--- src/rtl/wb_trace_pkg.sv ---
// Shared encodings and entry layout helpers for the writeback trace buffer.
package wb_trace_pkg;

    localparam int unsigned ST_W    = 3;
    localparam int unsigned RD_W    = 5;
    localparam int unsigned FLAGS_W = 5;

    localparam logic [ST_W-1:0] ST_IDLE    = 3'd0;
    localparam logic [ST_W-1:0] ST_CAPTURE = 3'd1;
    localparam logic [ST_W-1:0] ST_POST    = 3'd2;
    localparam logic [ST_W-1:0] ST_DONE    = 3'd3;
    localparam logic [ST_W-1:0] ST_READOUT = 3'd4;

    // Per-channel field: {rd, flags, data}, data in the LSBs
    function automatic int unsigned ch_field_w(input int unsigned data_w);
        return RD_W + FLAGS_W + data_w;
    endfunction

    function automatic int unsigned ch_lsb(input int unsigned ch, input int unsigned data_w);
        return ch * ch_field_w(data_w);
    endfunction

    function automatic int unsigned mask_lsb(input int unsigned num_ch, input int unsigned data_w);
        return num_ch * ch_field_w(data_w);
    endfunction

    function automatic int unsigned ts_lsb(input int unsigned num_ch, input int unsigned data_w);
        return mask_lsb(num_ch, data_w) + num_ch;
    endfunction

    function automatic int unsigned entry_w(input int unsigned num_ch, input int unsigned data_w,
                                            input int unsigned ts_w);
        return ts_lsb(num_ch, data_w) + ts_w;
    endfunction

endpackage

--- src/rtl/wb_trace_buffer_ram.sv ---
// Simple dual-port trace storage: one write port, one registered read port.
module trace_ram #(
    parameter int unsigned DEPTH = 16,
    parameter int unsigned WIDTH = 32,
    localparam int unsigned AW   = $clog2(DEPTH)
) (
    input  logic             clk,
    input  logic             reset,
    input  logic             we_i,
    input  logic [AW-1:0]    waddr_i,
    input  logic [WIDTH-1:0] wdata_i,
    input  logic             re_i,
    input  logic [AW-1:0]    raddr_i,
    output logic [WIDTH-1:0] rdata_o
);

    logic [WIDTH-1:0] mem_q [DEPTH];
    logic [WIDTH-1:0] rdata_q;

    // Storage array write
    always_ff @(posedge clk) begin
        if (we_i) begin
            mem_q[waddr_i] <= wdata_i;
        end
    end

    // Read register holds its value until the next read enable
    always_ff @(posedge clk or posedge reset) begin
        if (reset) begin
            rdata_q <= '0;
        end else if (re_i) begin
            rdata_q <= mem_q[raddr_i];
        end
    end

    assign rdata_o = rdata_q;

endmodule

--- src/rtl/wb_trace_buffer.sv ---
// Writeback trace capture: trigger, circular buffer, oldest-first stream readout.
module wb_trace_buffer
    import wb_trace_pkg::*;
#(
    parameter int unsigned NUM_CH   = 2,
    parameter int unsigned DATA_W   = 32,
    parameter int unsigned DEPTH    = 16,
    parameter int unsigned TS_W     = 16,
    localparam int unsigned AW      = $clog2(DEPTH),
    localparam int unsigned CW      = (NUM_CH > 1) ? $clog2(NUM_CH) : 1,
    localparam int unsigned ENTRY_W = entry_w(NUM_CH, DATA_W, TS_W)
) (
    input  logic                      clk,
    input  logic                      reset,
    input  logic                      arm,
    input  logic                      stop,
    input  logic                      mode,
    input  logic                      trig_en,
    input  logic [CW-1:0]             trig_ch,
    input  logic [4:0]                trig_rd,
    input  logic [DATA_W-1:0]         trig_data,
    input  logic [DATA_W-1:0]         trig_mask,
    input  logic [AW:0]               post_count,
    input  logic [NUM_CH-1:0]         ch_valid,
    input  logic [NUM_CH*5-1:0]       ch_rd,
    input  logic [NUM_CH*DATA_W-1:0]  ch_data,
    input  logic [NUM_CH*5-1:0]       ch_flags,
    input  logic                      rd_start,
    input  logic                      rd_ready,
    output logic                      rd_valid,
    output logic [ENTRY_W-1:0]        rd_data,
    output logic                      rd_last,
    output logic [2:0]                state,
    output logic [AW:0]               entry_count,
    output logic                      triggered,
    output logic                      overflow
);

    localparam int unsigned CH_FIELD_W = ch_field_w(DATA_W);
    localparam int unsigned MASK_LSB   = mask_lsb(NUM_CH, DATA_W);
    localparam int unsigned TS_LSB     = ts_lsb(NUM_CH, DATA_W);
    localparam int unsigned CNT_W      = AW + 1;
    localparam logic [CNT_W-1:0] FULL_CNT  = CNT_W'(DEPTH);
    localparam logic [CNT_W-1:0] LAST_FREE = CNT_W'(DEPTH - 1);

    logic [ST_W-1:0]   state_q, state_d;
    logic [AW-1:0]     wr_ptr_q, wr_ptr_d;
    logic [AW-1:0]     rd_ptr_q, rd_ptr_d;
    logic [CNT_W-1:0]  count_q, count_d;
    logic [TS_W-1:0]   ts_q, ts_d;
    logic              triggered_q, triggered_d;
    logic              overflow_q, overflow_d;
    logic              mode_q, mode_d;
    logic [CNT_W-1:0]  post_q, post_d;
    logic [CNT_W-1:0]  left_q, left_d;
    logic              rd_valid_q, rd_valid_d;
    logic              rd_last_q, rd_last_d;

    logic [ENTRY_W-1:0] entry_c;
    logic               capturing_c;
    logic               wr_en_c;
    logic               trig_fire_c;
    logic               ram_re_c;
    logic               sel_valid_c;
    logic [RD_W-1:0]    sel_rd_c;
    logic [DATA_W-1:0]  sel_data_c;

    // Assemble one entry from all channels; invalid channels store zeros
    always_comb begin
        entry_c = '0;
        for (int c = 0; c < NUM_CH; c++) begin
            if (ch_valid[c]) begin
                entry_c[ch_lsb(c, DATA_W) +: DATA_W]                  = ch_data[c*DATA_W +: DATA_W];
                entry_c[ch_lsb(c, DATA_W) + DATA_W +: FLAGS_W]        = ch_flags[c*FLAGS_W +: FLAGS_W];
                entry_c[ch_lsb(c, DATA_W) + DATA_W + FLAGS_W +: RD_W] = ch_rd[c*RD_W +: RD_W];
            end
        end
        entry_c[MASK_LSB +: NUM_CH] = ch_valid;
        entry_c[TS_LSB +: TS_W]     = ts_q;
    end

    // Select the trigger channel's writeback fields
    always_comb begin
        sel_valid_c = 1'b0;
        sel_rd_c    = '0;
        sel_data_c  = '0;
        for (int c = 0; c < NUM_CH; c++) begin
            if (trig_ch == CW'(c)) begin
                sel_valid_c = ch_valid[c];
                sel_rd_c    = ch_rd[c*RD_W +: RD_W];
                sel_data_c  = ch_data[c*DATA_W +: DATA_W];
            end
        end
    end

    assign capturing_c = (state_q == ST_CAPTURE) || (state_q == ST_POST);
    assign wr_en_c     = capturing_c && (|ch_valid) && !arm;
    // Only CAPTURE can fire, so later matches in POST are ignored
    assign trig_fire_c = (state_q == ST_CAPTURE) && trig_en && sel_valid_c &&
                         (sel_rd_c == trig_rd) &&
                         (((sel_data_c ^ trig_data) & trig_mask) == '0);

    // FSM state register
    always_ff @(posedge clk or posedge reset) begin
        if (reset) begin
            state_q <= ST_IDLE;
        end else begin
            state_q <= state_d;
        end
    end

    // FSM next-state logic; arm overrides everything
    always_comb begin
        state_d = state_q;
        if (arm) begin
            state_d = ST_CAPTURE;
        end else begin
            case (state_q)
                ST_CAPTURE: begin
                    if (stop) begin
                        state_d = ST_DONE;
                    end else if (wr_en_c) begin
                        if (mode_q && (count_q == LAST_FREE)) begin
                            state_d = ST_DONE;
                        end else if (trig_fire_c) begin
                            state_d = (post_q == '0) ? ST_DONE : ST_POST;
                        end
                    end
                end
                ST_POST: begin
                    if (stop) begin
                        state_d = ST_DONE;
                    end else if (wr_en_c) begin
                        if (mode_q && (count_q == LAST_FREE)) begin
                            state_d = ST_DONE;
                        end else if (left_q == CNT_W'(1)) begin
                            state_d = ST_DONE;
                        end
                    end
                end
                ST_DONE: begin
                    if (rd_start) begin
                        state_d = (count_q != '0) ? ST_READOUT : ST_IDLE;
                    end
                end
                ST_READOUT: begin
                    if (rd_valid_q && rd_ready && rd_last_q) begin
                        state_d = ST_IDLE;
                    end
                end
                default: state_d = ST_IDLE;
            endcase
        end
    end

    // Datapath next values: pointers, counts, trigger bookkeeping, read stream
    always_comb begin
        wr_ptr_d    = wr_ptr_q;
        rd_ptr_d    = rd_ptr_q;
        count_d     = count_q;
        ts_d        = ts_q;
        triggered_d = triggered_q;
        overflow_d  = overflow_q;
        mode_d      = mode_q;
        post_d      = post_q;
        left_d      = left_q;
        rd_valid_d  = rd_valid_q;
        rd_last_d   = rd_last_q;
        ram_re_c    = 1'b0;

        if (arm) begin
            wr_ptr_d    = '0;
            rd_ptr_d    = '0;
            count_d     = '0;
            ts_d        = '0;
            triggered_d = 1'b0;
            overflow_d  = 1'b0;
            mode_d      = mode;
            // In wrap mode the trigger entry must not be overwritten by its own tail
            post_d      = (!mode && (post_count > LAST_FREE)) ? LAST_FREE : post_count;
            left_d      = '0;
            rd_valid_d  = 1'b0;
            rd_last_d   = 1'b0;
        end else begin
            if (capturing_c) begin
                ts_d = ts_q + TS_W'(1);
            end
            if (wr_en_c) begin
                wr_ptr_d = wr_ptr_q + AW'(1);
                if (count_q == FULL_CNT) begin
                    rd_ptr_d   = rd_ptr_q + AW'(1);
                    overflow_d = 1'b1;
                end else begin
                    count_d = count_q + CNT_W'(1);
                end
                if (trig_fire_c) begin
                    triggered_d = 1'b1;
                    left_d      = post_q;
                end else if (state_q == ST_POST) begin
                    left_d = left_q - CNT_W'(1);
                end
            end
            if ((state_q == ST_READOUT) && (!rd_valid_q || rd_ready)) begin
                if (count_q != '0) begin
                    ram_re_c   = 1'b1;
                    rd_ptr_d   = rd_ptr_q + AW'(1);
                    count_d    = count_q - CNT_W'(1);
                    rd_valid_d = 1'b1;
                    rd_last_d  = (count_q == CNT_W'(1));
                end else begin
                    rd_valid_d = 1'b0;
                    rd_last_d  = 1'b0;
                end
            end
        end
    end

    // Datapath registers
    always_ff @(posedge clk or posedge reset) begin
        if (reset) begin
            wr_ptr_q    <= '0;
            rd_ptr_q    <= '0;
            count_q     <= '0;
            ts_q        <= '0;
            triggered_q <= 1'b0;
            overflow_q  <= 1'b0;
            mode_q      <= 1'b0;
            post_q      <= '0;
            left_q      <= '0;
            rd_valid_q  <= 1'b0;
            rd_last_q   <= 1'b0;
        end else begin
            wr_ptr_q    <= wr_ptr_d;
            rd_ptr_q    <= rd_ptr_d;
            count_q     <= count_d;
            ts_q        <= ts_d;
            triggered_q <= triggered_d;
            overflow_q  <= overflow_d;
            mode_q      <= mode_d;
            post_q      <= post_d;
            left_q      <= left_d;
            rd_valid_q  <= rd_valid_d;
            rd_last_q   <= rd_last_d;
        end
    end

    trace_ram #(
        .DEPTH (DEPTH),
        .WIDTH (ENTRY_W)
    ) u_ram (
        .clk     (clk),
        .reset   (reset),
        .we_i    (wr_en_c),
        .waddr_i (wr_ptr_q),
        .wdata_i (entry_c),
        .re_i    (ram_re_c),
        .raddr_i (rd_ptr_q),
        .rdata_o (rd_data)
    );

    assign rd_valid    = rd_valid_q;
    assign rd_last     = rd_last_q;
    assign state       = state_q;
    assign entry_count = count_q;
    assign triggered   = triggered_q;
    assign overflow    = overflow_q;

endmodule

--- config.mk ---
export PLATFORM = sky130hd
export DESIGN_NAME = wb_trace_buffer
export DESIGN_NICKNAME = d
export VERILOG_FILES = /design/src/rtl/wb_trace_pkg.sv /design/src/rtl/wb_trace_buffer_ram.sv /design/src/rtl/wb_trace_buffer.sv
export SDC_FILE = /design/constraint.sdc
export NUM_CORES = 2
export LEC_CHECK = 0
export BUFFER_PORTS_ARGS = -buffer_cell sky130_fd_sc_hd__buf_2
export CAP_MARGIN = 10
export CORE_MARGIN = 2
export CORE_UTILIZATION = 52
export CTS_BUF_LIST = sky130_fd_sc_hd__clkbuf_8 sky130_fd_sc_hd__clkbuf_16
export CTS_CLUSTER_SIZE = 28
export DETAILED_ROUTE_END_ITERATION = 7
export PLACE_DENSITY = 0.69
export SLEW_MARGIN = 20
export SYNTH_ARGS = -nofsm -noshare
export SYNTH_HDL_FRONTEND = slang
export SYNTH_HIERARCHICAL = 1
export SYNTH_SLANG_ARGS = --single-unit
--- constraint.sdc ---
create_clock -name clk -period 26.7 [get_ports clk]
set_input_delay 5.34 -clock clk [delete_from_list [all_inputs] [get_ports clk]]
set_output_delay 5.34 -clock clk [all_outputs]
set_load 0.01 [all_outputs]
-- Yosys cells after proc, flatten, opt, wreduce, memory -nomap -nowiden
Memories as Yosys holds them, arrays and structs flattened. A register that Yosys moved wholly into a read port is not among the register bits.
Cells that the tools add are included.
- flip-flop bits (word level): 47
- memory bits (writable): 1632
- input bits: 169
- output and inout port bits: 114
- logic and storage cells: 121
- memories kept: 1
- add/sub/neg operators: 6
- $lt $le $gt $ge: 1
- equal/unequal tests: 15
- multiplexer cells: 54
- bitwise logic cells: 2
- reductions and logical operators: 30
- memories (name ; words ; bits a word ; rd ports ; clocked after Yosys merged registers in ; write ports ; RTL line ; RTL):
    u_ram.mem_q ; 16 ; 102 ; 1 ; 1 ; 1 ; wb_trace_buffer_ram.sv:17 ; logic [WIDTH-1:0] mem_q [DEPTH];
- operators by type and width (operator ; number):
    $mux W42 ; 2
    $mux W5 ; 11
    $mux W3 ; 12
    $and A32 B32 Y32 ; 1
    $logic_not A32 Y1 ; 1
    $mux W16 ; 2
    $mux W32 ; 1
    $xor A32 B32 Y32 ; 1
    $mux W4 ; 7
    $mux W1 ; 18
    $add A16 B1 Y16 const B ; 1
    $pmux W3 S4 ; 1
    $logic_and A1 B1 Y1 ; 11
    $eq A5 B1 Y1 const B ; 2
    $reduce_bool A2 Y1 ; 5
    $sub A5 B1 Y5 const B ; 2
    $add A4 B1 Y4 const B ; 2
    $ne A4 B3 Y1 const B ; 2
    $eq A3 B2 Y1 const B ; 2
    $ne A3 B3 Y1 const B ; 2
    $reduce_and A2 Y1 ; 3
    $reduce_and A6 Y1 ; 1
    $add A5 B1 Y5 const B ; 1
    $eq A5 B4 Y1 const B ; 1
    13 further kinds ; 16

-- Depth between registers and ports, before layout
- depth in word-level cells: 11
- gate-level depth with buffers: 10
- depth with buffers taken out: 9

-- By module
Netlist, hierarchy kept.
- by module, submodules not included (module ; instances ; cells an instance ; area an instance (um^2) ; seq. area each (um^2)):
    trace_ram ; 1 ; 2736 ; 65569.1 ; 51559.4
    wb_trace_buffer ; 1 ; 499 ; 4142.7 ; 1176.1

-- Worst setup path before layout
OpenSTA, ideal clock, no wires.
- path kind: in2reg
- start: in ch_valid[1]
- end: mem u_ram/mem_q[0][0] (netlist name), enable pin
- setup time: 0.688 ns
- arrival: 13.258 ns
- required time: 26.012 ns
- path slack: 12.755 ns
- cell stages on the path: 5
- path buffers: 0
- cell sequence: or2_2 nand3_1 nor2_1 or3b_2 nor3_1
- longest elaborated chain between the ends: 5
- RTL lines (what ; RTL line ; RTL):
    start: declaration ; wb_trace_buffer.sv:24 ; input logic [NUM_CH-1:0] ch_valid,
    $reduce_or A2 Y1 ; wb_trace_buffer.sv:97 ; assign wr_en_c = capturing_c && (|ch_valid) && !arm;
    $logic_and A1 B1 Y1 (2 in a row) ; wb_trace_buffer.sv:97 ;
    via wr_en_c ; wb_trace_buffer.sv:61 ; logic wr_en_c;
    $mux W1 ; wb_trace_buffer_ram.sv:22 ; if (we_i) begin
    $mux W1 (implied by the code) ; wb_trace_buffer_ram.sv:23 ; mem_q[waddr_i] <= wdata_i;
    end: declaration ; wb_trace_buffer_ram.sv:17 ;
The timed path passes the listed nets, and every way through them passes these cells.

-- Final worst setup path
- start: in ch_valid[0]
- end: mem u_ram/mem_q[15][43] (netlist name), enable pin
The elaborated chain is that of the path after synthesis.

==> out/results.ini <==
[flow_run]
cap_violations=0

[synth]
synth_area_leaders=edfxtp_1 70%, mux4_2 13%, dfrtp_1 5.3%, mux2i_1 2.3%, a221oi_2 2.2%
synth_top_cell_by_area=edfxtp_1
synth_cell_types=55
synth.most_common_cell=edfxtp_1
syn_inst=3235
synth_ff_type=edfxtp_1
synth_seq_cells=1781
syn-cell-area_sq_mm=0.06971
synthArstFlopShare=0.08366
synth_nets=3413
synth_common_cells=1632 x edfxtp_1, 408 x mux4_2, 160 x mux2i_1
synth_top_area_share=0.7030
synth_area_per_cell_sq_um=21.55
synth_edf_count=1632
seq_area_frac_synth=0.7565
synth.yosys.warnings=6

[sta]
holdWs_ns=0.5170
final_hold_viol_count=0
max-slew-margin-rel=0.2376
tightestPinTransition_ns=1.144
fin_ws_ns=16.92
setup_tns_ns=0
slew_violations=0
min_period_ns=9.776
setup_viol=0
fmax_mhz=102.3
rsz0062_at_grt=no
final.setup_skew_ns=0.02226
fin_crit_sh=0.3661

[setup_path]
slowest_stage=buf_4
cp_data_arrival_time_ns=10.17
cp-end-kind=register
cp_data_required_time_ns=27.10
max_stage_delay_ns=0.82
path_buf_inv=4
crit_fanout=61
cpMostUsedCell=buf_4
path_class=primary input to register
crit_chain=buf_2 -> buf_4 -> or2_2 -> nand3_1 -> nor2_1 -> nand3_1 -> nor2_4 -> buf_4 -> buf_4
cp_top_family=simple AND/OR/NAND/NOR gates
crit_path_start_kind=primary input

[drt]
drtIter0Drc=3927
wl_met3_um=17710
top_layer_used=met5
ant_nets=0
wl_um=169200
drc_errors=0
wl_per_cell_um=30.79
num_vias=34340
dr.pass1.iters=5
met1Wirelength_um=71520
via_per_inst=6.250
route.met2.wl_um=77260

[clock_network]
clock-sinks=1781
clock_latency_ns=0.79
cts_tree=yes
clk_pin_slew_ns=0.06
clock_path_buffers=3
cts_root_buf=clkbuf_16
cts_buffers=172
post_cts_buffers=0
h-tree-depth=4
cts_resized=0
hold_buffers=0

[layout]
syn_to_final_growth_pct=12.45
fin_nets=3750
final_cells=5494
drive_gt1_frac=0.3085
fin_util=0.5881

[place]
post-place-ws_ns=16.23
place_congestion=0.8158
dp_cells=5166
io_buffers=282
hpwl_um=98280

[die]
ios=283
rows=134
dieArea_sq_mm=0.1370
dieWidth_um=370.1
initial_core_util=0.5230
die_h_um=370.1
core-area_sq_mm=0.1333

[grt]
grt-ovfl-total=0
grt_antenna_before_repair=18
first_global_vias=34640
grt_pass1_wl_um=242800
grtUsageTotal=0.2487
grt_max_degree=115

[power]
peakVddDrop_mv=0.06587
power_leakage_nw=25.94
power_density_mw_per_mm2=78.62

[worst_hold_path]
min_path_type=register to register

[status]
status=completed

worst register-to-register path, stage by stage (launching register included):
cell and delay [ns]:
dfrtp_1 0.54, xor2_1 0.27, nand3_1 0.42, nor2_1 0.75, nand3_1 0.45, nor2_4 0.77
buf_4 0.83, buf_4 0.76
flip-flops by register name (all words and copies together), names as in the netlist:
| register | count |
|---|---|
| u_ram/rdata_o | 102 |
| left_q | 5 |
| mode_q | 1 |
| rd_ptr_q | 4 |
| wr_ptr_q | 4 |
| u_ram/mem_q | 1632 |
| rd_last | 1 |
| triggered | 1 |
| overflow | 1 |
| entry_count | 5 |
| state | 3 |
| rd_valid | 1 |
| ts_q | 16 |
| post_q | 5 |
path summary, 6_finish.rpt:
kind                            slack [ns]                  end  cells after the start   startpoint
worst max-delay path                 16.92  u_ram/mem_q[15][43]                      9  ch_valid[0]
worst min-delay path                  0.52               mode_q                      1       mode_q
worst max register to register       21.49  u_ram/mem_q[15][43]                      7     state[1]
worst min register to register        0.52               mode_q                      1       mode_q
max in group asynchronous            20.54    u_ram/rdata_o[29]                      3        reset
min in group asynchronous             4.78            left_q[4]                      2        reset
final cells by class:
cell class / count / area [sq um]
clock inverter: 123 / 845.8
clock buffer: 200 / 4735
sequential: 1781 / 52750
multi-input combinational: 1255 / 15830
tap: 1768 / 2212
antenna: 5 / 12.51
timing repair buffer: 346 / 1942
fill: 9450 / 54900
inverter: 16 / 66.31
where the power goes:
| group | internal (mW) | switching, mW |
|---|---|---|
| logic | 0.189 | 0.321 |
| clock network | 1.36 | 1.01 |
| registers | 3.19 | 0.0909 |
through the flow:
step,power [mW],instance area (sq um)
2_1_floorplan,3.607,69710
3_3_place_gp,3.838,72790
3_5_place_dp,3.849,72790
4_1_cts,6.204,78370
5_1_grt,6.361,78380
6_report,6.163,78390
placed cells by master, fill, tap and decap left out, types with 4 or more instances in the layout:
cell type and n:
clkbuf_16 176, or4_1 5, and2_1 84, clkinv_2 30
nor3_1 5, bufinv_16 10, nand3_1 11, clkbuf_8 24
mux2i_1 158, a21oi_1 19, nor2_1 142, o22ai_1 102
mux4_2 408, buf_4 60, o21ai_0 14, ha_1 9
edfxtp_1 1632, inv_1 67, nor3_2 4, nor2_4 13
nor4_1 7, dfrtp_1 146, xor2_1 12, inv_6 9
xnor2_1 28, buf_12 4, a22oi_1 4, diode_2 5
nand2b_1 23, nand4_1 11, buf_2 282, a221oi_1 5
clkinv_1 14, clkinvlp_4 6, or3_1 6, nand2_1 37
a221oi_2 101, and3_1 6
per-layer routing:
| layer | track usage | vias to the layer above |
|---|---|---|
| li1 | - | 14180 |
| met1 | 0.3691 | 18360 |
| met2 | 0.3719 | 1592 |
| met3 | 0.07152 | 190 |
| met4 | 0.05230 | 8 |
| met5 | 0 | - |
logic make-up (layout without fill, tap and decap cells):
family,Yosys count,count (layout),synth area share
XOR/XNOR,40,40,0.005026
flip-flops,1781,1781,0.7565
adder cells (fa/ha/maj),9,9,0.001615
AND/OR/NAND/NOR,371,371,0.02649
other,0,5,0
buffers and inverters,199,685,0.01852
multiplexers,571,571,0.1553
AO/OA/AOI/OAI,264,264,0.03654
Note: power is estimated with default switching activity, not from simulation.
